[src/rtl/cache_pkg.sv]
// Shared types and block-geometry constants for the cache miss/fill controller.
package cache_pkg;

  typedef enum logic [0:0] {
    IDLE = 1'b0,
    FILL = 1'b1
  } fill_state_t;

  localparam int WORDS_PER_BLOCK   = 8;
  localparam int BLOCK_OFFSET_BITS = 4;
  localparam int WORD_IDX_W        = $clog2(WORDS_PER_BLOCK);

endpackage

[src/rtl/fill_word_counter.sv]
// Saturating up-counter with synchronous clear, enable and a terminal-count flag.
module fill_word_counter #(
  parameter int MAX_COUNT = 8,
  parameter int CNT_W     = $clog2(MAX_COUNT + 1)
) (
  input  logic             clk,
  input  logic             rst,
  input  logic             clr,
  input  logic             en,
  output logic [CNT_W-1:0] count,
  output logic             at_max
);

  assign at_max = (count == CNT_W'(MAX_COUNT));

  // Count register: clear wins over enable, holds once MAX_COUNT is reached.
  always_ff @(posedge clk or posedge rst) begin
    if (rst) begin
      count <= '0;
    end else if (clr) begin
      count <= '0;
    end else if (en && !at_max) begin
      count <= count + CNT_W'(1);
    end else begin
      count <= count;
    end
  end

endmodule

[src/rtl/cache_fill_fsm.sv]
// Cache miss fill controller: pipelined block read from main memory, streamed into the data array.
// Optional performance counters are enabled with `define CACHE_FILL_PERF_EN.
module cache_fill_fsm
  import cache_pkg::*;
#(
  parameter int WORDS_PER_BLOCK = cache_pkg::WORDS_PER_BLOCK,
  parameter int ADDR_W          = 16,
  parameter int DATA_W          = 16
) (
  input  logic                               clk,
  input  logic                               rst,
  input  logic                               miss_detected,
  input  logic [ADDR_W-1:0]                  miss_address,
  input  logic                               memory_data_valid,
  input  logic [DATA_W-1:0]                  memory_data,
  output logic                               fsm_busy,
  output logic                               memory_read_en,
  output logic [ADDR_W-1:0]                  memory_address,
  output logic                               write_data_array,
  output logic [$clog2(WORDS_PER_BLOCK)-1:0] array_word_offset,
  output logic [DATA_W-1:0]                  fill_data,
  output logic                               write_tag_array
`ifdef CACHE_FILL_PERF_EN
  , output logic [15:0]                      miss_count
  , output logic [15:0]                      fill_cycles
`else
`endif
);

  localparam int IDX_W        = $clog2(WORDS_PER_BLOCK);
  localparam int ISSUE_W      = IDX_W + 1;
  localparam int WORD_BYTES   = DATA_W / 8;
  localparam int OFF_BITS     = $clog2(WORDS_PER_BLOCK * WORD_BYTES);
  localparam logic [ADDR_W-1:0] BASE_MASK = ~ADDR_W'((2 ** OFF_BITS) - 1);

  fill_state_t        state_r;
  fill_state_t        next_state_s;
  logic [ADDR_W-1:0]  base_addr_r;
  logic               latch_s;
  logic               cnt_clr_s;
  logic               issue_en_s;
  logic               recv_en_s;
  logic [ISSUE_W-1:0] issue_cnt_s;
  logic               issue_done_s;
  logic [IDX_W-1:0]   recv_cnt_s;
  logic               recv_last_s;
  logic [ISSUE_W-1:0] addr_idx_s;

  // issue_cnt stops at WORDS_PER_BLOCK so exactly one block's worth of reads goes out.
  fill_word_counter #(.MAX_COUNT(WORDS_PER_BLOCK), .CNT_W(ISSUE_W)) u_issue_cnt (
    .clk    (clk),
    .rst    (rst),
    .clr    (cnt_clr_s),
    .en     (issue_en_s),
    .count  (issue_cnt_s),
    .at_max (issue_done_s)
  );

  // recv_cnt terminal count marks the final word of the block.
  fill_word_counter #(.MAX_COUNT(WORDS_PER_BLOCK - 1), .CNT_W(IDX_W)) u_recv_cnt (
    .clk    (clk),
    .rst    (rst),
    .clr    (cnt_clr_s),
    .en     (recv_en_s),
    .count  (recv_cnt_s),
    .at_max (recv_last_s)
  );

  // Address parks on the last word once issuing is done instead of running past the block.
  assign addr_idx_s        = issue_done_s ? ISSUE_W'(WORDS_PER_BLOCK - 1) : issue_cnt_s;
  assign memory_address    = base_addr_r + (ADDR_W'(addr_idx_s) * ADDR_W'(WORD_BYTES));
  assign array_word_offset = recv_cnt_s;
  assign fill_data         = memory_data;

  // State register.
  always_ff @(posedge clk or posedge rst) begin
    if (rst) begin
      state_r <= IDLE;
    end else begin
      state_r <= next_state_s;
    end
  end

  // Block base address captured on the accepted miss.
  always_ff @(posedge clk or posedge rst) begin
    if (rst) begin
      base_addr_r <= '0;
    end else if (latch_s) begin
      base_addr_r <= miss_address & BASE_MASK;
    end else begin
      base_addr_r <= base_addr_r;
    end
  end

  // Next-state and control decode.
  always_comb begin
    next_state_s     = state_r;
    fsm_busy         = 1'b0;
    memory_read_en   = 1'b0;
    write_data_array = 1'b0;
    write_tag_array  = 1'b0;
    latch_s          = 1'b0;
    cnt_clr_s        = 1'b0;
    issue_en_s       = 1'b0;
    recv_en_s        = 1'b0;
    case (state_r)
      IDLE: begin
        fsm_busy = miss_detected;
        if (miss_detected) begin
          latch_s      = 1'b1;
          cnt_clr_s    = 1'b1;
          next_state_s = FILL;
        end else begin
          next_state_s = IDLE;
        end
      end
      FILL: begin
        fsm_busy         = 1'b1;
        memory_read_en   = !issue_done_s;
        issue_en_s       = !issue_done_s;
        write_data_array = memory_data_valid;
        recv_en_s        = memory_data_valid;
        if (memory_data_valid && recv_last_s) begin
          write_tag_array = 1'b1;
          next_state_s    = IDLE;
        end else begin
          next_state_s = FILL;
        end
      end
      default: begin
        next_state_s = IDLE;
      end
    endcase
  end

`ifdef CACHE_FILL_PERF_EN
  // Saturating count of accepted misses.
  always_ff @(posedge clk or posedge rst) begin
    if (rst) begin
      miss_count <= 16'h0000;
    end else if (latch_s && (miss_count != 16'hFFFF)) begin
      miss_count <= miss_count + 16'h0001;
    end else begin
      miss_count <= miss_count;
    end
  end

  // Saturating count of cycles spent filling.
  always_ff @(posedge clk or posedge rst) begin
    if (rst) begin
      fill_cycles <= 16'h0000;
    end else if ((state_r == FILL) && (fill_cycles != 16'hFFFF)) begin
      fill_cycles <= fill_cycles + 16'h0001;
    end else begin
      fill_cycles <= fill_cycles;
    end
  end
`else
`endif

endmodule

[config.mk]
export PLATFORM = sky130hd
export DESIGN_NAME = cache_fill_fsm
export DESIGN_NICKNAME = d
export VERILOG_FILES = /design/src/rtl/cache_pkg.sv /design/src/rtl/fill_word_counter.sv /design/src/rtl/cache_fill_fsm.sv
export SDC_FILE = /design/constraint.sdc
export NUM_CORES = 1
export LEC_CHECK = 0
export CAP_MARGIN = 30
export CORE_MARGIN = 10
export CORE_UTILIZATION = 35
export CTS_CLUSTER_SIZE = 30
export DETAILED_ROUTE_END_ITERATION = 8
export GPL_TIMING_DRIVEN = 0
export PLACE_DENSITY = 0.79
export SETUP_SLACK_MARGIN = 0.02
export SYNTH_ARGS = -nofsm -noshare
export SYNTH_HDL_FRONTEND = slang
export SYNTH_SLANG_ARGS = --single-unit
[constraint.sdc]
create_clock -name clk -period 2.4 [get_ports clk]
set_input_delay 0.48 -clock clk [delete_from_list [all_inputs] [get_ports clk]]
set_output_delay 0.48 -clock clk [all_outputs]
set_load 0.01 [all_outputs]
==> results.json, run 1 <==
{
  "status": "finished, final reports clean",
  "drive_above_1_share": 0.355,
  "arrival_ns": 1.87,
  "grt_pass1_vias": 1144,
  "seq_area_frac_synth": 0.394,
  "synth_xor_xnor_area_share": 0.0759,
  "comb_power_share": 0.585,
  "hold_viol": 0,
  "overflow": 0,
  "place_congestion": 0.834,
  "cts_root_buf": "clkbuf_4",
  "ys.warnings.count": 0,
  "cpPeakStageDelay_ns": 0.39,
  "tns_ns": 0,
  "grt_pass1_wl_um": 5670,
  "place_hpwl_um": 3000,
  "reg2reg_setup_slack_ns": 0.92,
  "yosysTopAreaCell": "dfrtp_1",
  "clock_sinks": 20,
  "firstDrtPassIters": 4,
  "ys.flop_type": "dfrtp_1",
  "ys_seq_elements": 20,
  "ir_drop_uv": 632,
  "path_common_cell": "ha_4",
  "clock-skew-final_ns": 0.00222,
  "vias": 1043,
  "slowest_stage": "dfrtp_1",
  "crit_type": "flop to primary output",
  "ys_types": 29,
  "start_util": 0.371,
  "drc_errors": 0,
  "critical_path.max_fanout": 5,
  "switching_power_uw": 834,
  "yosys.area_share.simple": 0.159,
  "cts_hold_buf": 0,
  "hold_path_class": "flop to flop",
  "io_buffers": 53,
  "utilization": 0.570,
  "synth_top_family_by_area": "simple AND/OR/NAND/NOR gates",
  "cts_buffer_depth": 2,
  "muxShareOfSynthArea": 0.131,
  "grt_max_degree": 21,
  "intPower_mw": 1.32,
  "finalMaxSlewViolations": 0,
  "synthToLayoutAreaGrowth_pct": 53.4,
  "placed_area_um2": 1860,
  "synthArstFlopShare": 1.00,
  "diodes": 0,
  "power.share.clock": 0.092,
  "path_cells": "inv_2 > ha_4 > a21boi_4 > buf_6 > ha_4 > ha_4 > nand4_1 > xnor2_1 > buf_2",
  "dr.first_iter.drc_count": 20,
  "syn_inst": 120,
  "nets": 227,
  "maxCapViolCount": 0,
  "rsz0062_at_grt": "true",
  "critPathCaptureType": "primary output",
  "die_width_um": 80.2,
  "sequentialPowerShare": 0.323,
  "multi_input_area_um2": 647,
  "final_common_cell": "clkdlybuf4s50_1",
  "syn_nets": 163,
  "finalWirelength_um": 3650,
  "io-pin-count": 75,
  "holdPathStages": 1,
  "wl_per_cell_um": 15.9,
  "synth_compound_area_frac": 0.0316,
  "clkLatencyLatePin_ns": 0.31,
  "max_freq_mhz": 425,
  "dieArea_um2": 6430,
  "synth_area_per_cell_um2": 10.6,
  "cts_tree": "yes",
  "grt_use_total": 0.111,
  "power.leakage_nw": 0.894,
  "setup_slack_ns": 0.0484,
  "mostFrequentLayoutCells": "41 x clkdlybuf4s50_1, 22 x buf_4, 19 x dfrtp_1",
  "cts_max_level": 1,
  "period_minus_slack_ns": 2.35,
  "core-area_um2": 3420,
  "synthTopCellsByArea": "dfrtp_1 39%, mux2_2 12%, buf_4 10%, ha_1 6.9%, xnor2_1 6.2%",
  "dieHeight_um": 80.2,
  "viasPerCell": 4.55,
  "rr_worst_depth": 6,
  "cts_buffers": 3,
  "switching_share": 0.388,
  "power_mw": 2.15,
  "p_per_area_nw_per_um2": 1100,
  "nFillCells": 322,
  "cp-start-kind": "flop",
  "slew_headroom": 0.488,
  "ant_nets": 0,
  "synth_edf_count": 0,
  "synthAdderAreaFrac": 0.0690,
  "worst_slew_pin_slew_ns": 0.767,
  "netlist_area_um2": 1270,
  "cp.required_ns": 1.92,
  "synth_top_area_frac": 0.394,
  "dp_slack_ns": -0.417,
  "fin_crit_sh": 0.980,
  "final-setup-viol-count": 0,
  "clk_pin_slew_ns": 0.11,
  "row_count": 21,
  "ff_latch_area_um2": 502,
  "antenna_found_initial": 0,
  "design_area_um2": 1950
}
-- metal layers --
metal	GRT usage	share of wire	vias up
met2	0.226	0.59	28
li1	-	-	511
met1	0.105	0.34	499
met5	0	0	-
met4	0.0423	0.017	0
met3	0.0189	0.045	5
-- metrics by stage --
step           hold slack (ns)  instances
6_report                 0.546        229
3_5_place_dp             0.522        219
5_1_grt                  0.573        229
4_1_cts                  0.550        226
3_3_place_gp             0.513        219
2_1_floorplan            0.444        120
-- final cells by class --
| type | count | share of cell area |
|---|---|---|
| buffer | 21 | 0.0791 |
| clock buffer | 4 | 0.0186 |
| inverter | 5 | 0.00965 |
| multi-input combinational | 74 | 0.332 |
| sequential | 20 | 0.258 |
| tap | 46 | 0.0296 |
| timing repair buffer | 59 | 0.273 |
-- worst max-delay path: cells and delay by family (launching register included) --
kind	cells	cell delay [ns]
AOI/OAI and AO/OA	1	0.14
xor gates and xnor gates	1	0.15
adders and majority gates	3	0.43
buffers and inverters	3	0.32
DFF	1	0.39
and+or+nand+nor	1	0.12
-- power by group through the flow --
stage | Clock (mW) | Sequential, mW | Combinational, mW
2_1_floorplan | 0 | 0.659 | 0.651
3_3_place_gp | 0 | 0.673 | 1.17
3_5_place_dp | 0 | 0.696 | 1.22
4_1_cts | 0.207 | 0.689 | 1.23
5_1_grt | 0.218 | 0.727 | 1.37
6_report | 0.198 | 0.693 | 1.26
-- cells in the mapped netlist, drive strengths merged (3+ instances only) --
cell type and n:
buf 21, dfrtp 20, mux2 13, xnor2 9, ha 7, nand3 7, nand2 6, inv 5
nor2 5, and2 4, nand4 3
-- state kept, by name, summed over array words and instances, names as in the netlist --
name / cells
base_addr_r: 12
u_recv_cnt.count: 3
state_r: 1
u_issue_cnt.count: 4
-- repair_timing --
item,4_1_cts,5_1_grt
gates cloned,0,0
setup endpoints to repair,12,11
resized for setup,48,8
buffers inserted,3,3
pin swaps,4,3
-- kinds of logic (layout without fill, tap and decap cells) --
family | after synthesis | in the layout
simple gates | 34 | 34
buf+inv | 26 | 89
flops | 20 | 20
mux | 15 | 15
xor+xnor | 11 | 11
fa+ha+maj | 7 | 7
compound gates | 6 | 6
other cells | 1 | 1
-- final timing paths --
check,from,endpoint
max,u_issue_cnt.count[0],memory_address[12]
min,base_addr_r[15],base_addr_r[15]
max reg2reg,u_issue_cnt.count[0],u_issue_cnt.count[3]
min reg2reg,base_addr_r[15],base_addr_r[15]
max in group asynchronous,rst,u_issue_cnt.count[3]
min in group asynchronous,rst,u_recv_cnt.count[1]
(Power assumes the default switching activity.)
==> run 2: changes to the inputs <==
ABC_CLOCK_PERIOD_IN_PS = 2400   (was unset)
==> results of run 2 <==
No change in the layout: final DEF, timing and power equal those of run 1.
==> run 3: changes to the inputs <==
RECOVER_POWER = 100   (was unset)
SETUP_SLACK_MARGIN = unset   (was 0.02)
==> results.json, run 3 (synthesis results as in run 1) <==
{
  "overflow": 0,
  "arrival_ns": 1.94,
  "dieArea_um2": 6430,
  "row_count": 21,
  "clock_sinks": 20,
  "drc_errors": 0,
  "sequentialPowerShare": 0.332,
  "place_congestion": 0.834,
  "intPower_mw": 1.26,
  "cp-start-kind": "flop",
  "slew_headroom": 0.497,
  "grt_pass1_vias": 1136,
  "switching_share": 0.397,
  "wl_per_cell_um": 15.9,
  "die_width_um": 80.2,
  "crit_type": "flop to primary output",
  "hold_path_class": "flop to flop",
  "violations": "negative setup slack",
  "power.share.clock": 0.095,
  "period_minus_slack_ns": 2.42,
  "cts_buffer_depth": 2,
  "setup_slack_ns": -0.0230,
  "synthToLayoutAreaGrowth_pct": 52.6,
  "clk_pin_slew_ns": 0.11,
  "dieHeight_um": 80.2,
  "worst_slew_pin_slew_ns": 0.754,
  "io_buffers": 53,
  "critPathCaptureType": "primary output",
  "clock-skew-final_ns": 0.00290,
  "clkLatencyLatePin_ns": 0.30,
  "start_util": 0.371,
  "grt_pass1_wl_um": 5630,
  "top_usage_layer": "met2",
  "ant_nets": 0,
  "mostFrequentLayoutCells": "25 x dlygate4sd3_1, 23 x buf_4, 20 x dfrtp_1",
  "antenna_found_initial": 0,
  "fin_cells": 229,
  "drive_above_1_share": 0.333,
  "status": "finished, violations left",
  "rsz0062_at_grt": "true",
  "dp_slack_ns": -0.417,
  "finalWirelength_um": 3650,
  "largest-register": "base_addr_r",
  "tns_ns": -0.0230,
  "maxCapViolCount": 0,
  "nets": 227,
  "final_common_cell": "dlygate4sd3_1",
  "utilization": 0.567,
  "cpPeakStageDelay_ns": 0.39,
  "cts_root_buf": "clkbuf_4",
  "place_hpwl_um": 3000,
  "io-pin-count": 75,
  "slowest_stage": "dfrtp_1",
  "p_per_area_nw_per_um2": 1080,
  "largest_reg_flops": 12,
  "dp_cells": 219,
  "final-setup-viol-count": 1,
  "cts_max_level": 1,
  "ir_drop_uv": 636,
  "switching_power_uw": 828,
  "hold_viol": 0,
  "met2_usage": 0.225,
  "cts_tree": "yes",
  "fin_crit_sh": 1.01,
  "reg_top3": "base_addr_r: 12 flops, u_issue_cnt.count: 4 flops, u_recv_cnt.count: 3 flops",
  "critical_path.max_fanout": 5,
  "power.leakage_nw": 0.886,
  "holdWs_ns": 0.546,
  "dr.first_iter.drc_count": 19,
  "cp.required_ns": 1.92,
  "use_met3": 0.0189,
  "finalMaxSlewViolations": 0,
  "diodes": 0,
  "comb_power_share": 0.573,
  "grt_max_degree": 21,
  "cts_hold_buf": 0,
  "vias": 1047,
  "max_freq_mhz": 413,
  "path_cells": "inv_2 > ha_4 > a21boi_4 > ha_2 > and2_4 > buf_4 > nand3_2 > xnor2_1 > buf_2",
  "cts_buffers": 3,
  "firstDrtPassIters": 3,
  "viasPerCell": 4.57,
  "core-area_um2": 3420,
  "grt_use_total": 0.110,
  "use_met1": 0.103
}
-- run 3: changes by cell type in the layout (fill, tap and decap cells not counted), moves of 2 or more --
| cell | delta |
|---|---|
| clkdlybuf4s50_1 | -25 |
| dlygate4sd3_1 | +25 |
| clkbuf_1 | +3 |
| buf_2 | -2 |
| buf_6 | -2 |
-- run 3: critical path: cells and delay by family (launching register included) --
family          cells  cell delay [ns]
flops               1             0.39
fa+ha+maj           2             0.35
buf+inv             3             0.34
simple gates        2             0.24
xor+xnor            1             0.17
compound gates      1             0.15
-- run 3: repair_timing --
| action | 4_1_cts | 5_1_grt |
|---|---|---|
| pin swaps | 4 | 7 |
| endpoints found under the setup margin | 12 | 11 |
| setup buffers | 2 | 4 |
| gates resized for setup | 46 | 10 |
-- run 3: path summary, 6_finish.rpt --
| kind | start | end | slack (ns) | cells past startpoint |
|---|---|---|---|---|
| max | u_issue_cnt.count[1] | memory_address[11] | -0.02 | 9 |
| min | base_addr_r[15] | base_addr_r[15] | 0.55 | 1 |
| max reg2reg | state_r | base_addr_r[11] | 0.56 | 4 |
| min reg2reg | base_addr_r[15] | base_addr_r[15] | 0.55 | 1 |
| max in group asynchronous | rst | base_addr_r[12] | 1.20 | 2 |
| min in group asynchronous | rst | u_recv_cnt.count[1] | 0.73 | 2 |
-- run 3: per-layer routing --
layer | up-vias | part of all wire
li1 | 511 | -
met1 | 505 | 0.34
met2 | 26 | 0.60
met3 | 5 | 0.044
met4 | 0 | 0.015
met5 | - | 0
-- run 3: power by group through the flow --
stage | combinational, mW | clock (mW) | sequential, mW
floorplan | 0.651 | 0 | 0.659
global placement | 1.17 | 0 | 0.673
detailed placement | 1.22 | 0 | 0.696
CTS | 1.23 | 0.207 | 0.687
global route | 1.31 | 0.216 | 0.728
finish | 1.20 | 0.197 | 0.693
-- run 3: area by class of cell --
| class | instances | area [µm²] |
|---|---|---|
| flip-flops and latches | 20 | 500 |
| inverters | 5 | 18.8 |
| clock buffers | 4 | 36.3 |
| well taps | 46 | 57.6 |
| multi-input cells | 74 | 652 |
| fillers | 327 | 1480 |
| plain buffers | 21 | 145 |
| repair buffers | 59 | 526 |
-- run 3: through the flow --
| step | total power [mW] | area, µm² |
|---|---|---|
| 3_3_place_gp | 1.84 | 1860 |
| 3_5_place_dp | 1.92 | 1860 |
| 2_1_floorplan | 1.31 | 1270 |
| 4_1_cts | 2.12 | 1910 |
| 5_1_grt | 2.25 | 1940 |
| 6_report | 2.09 | 1940 |
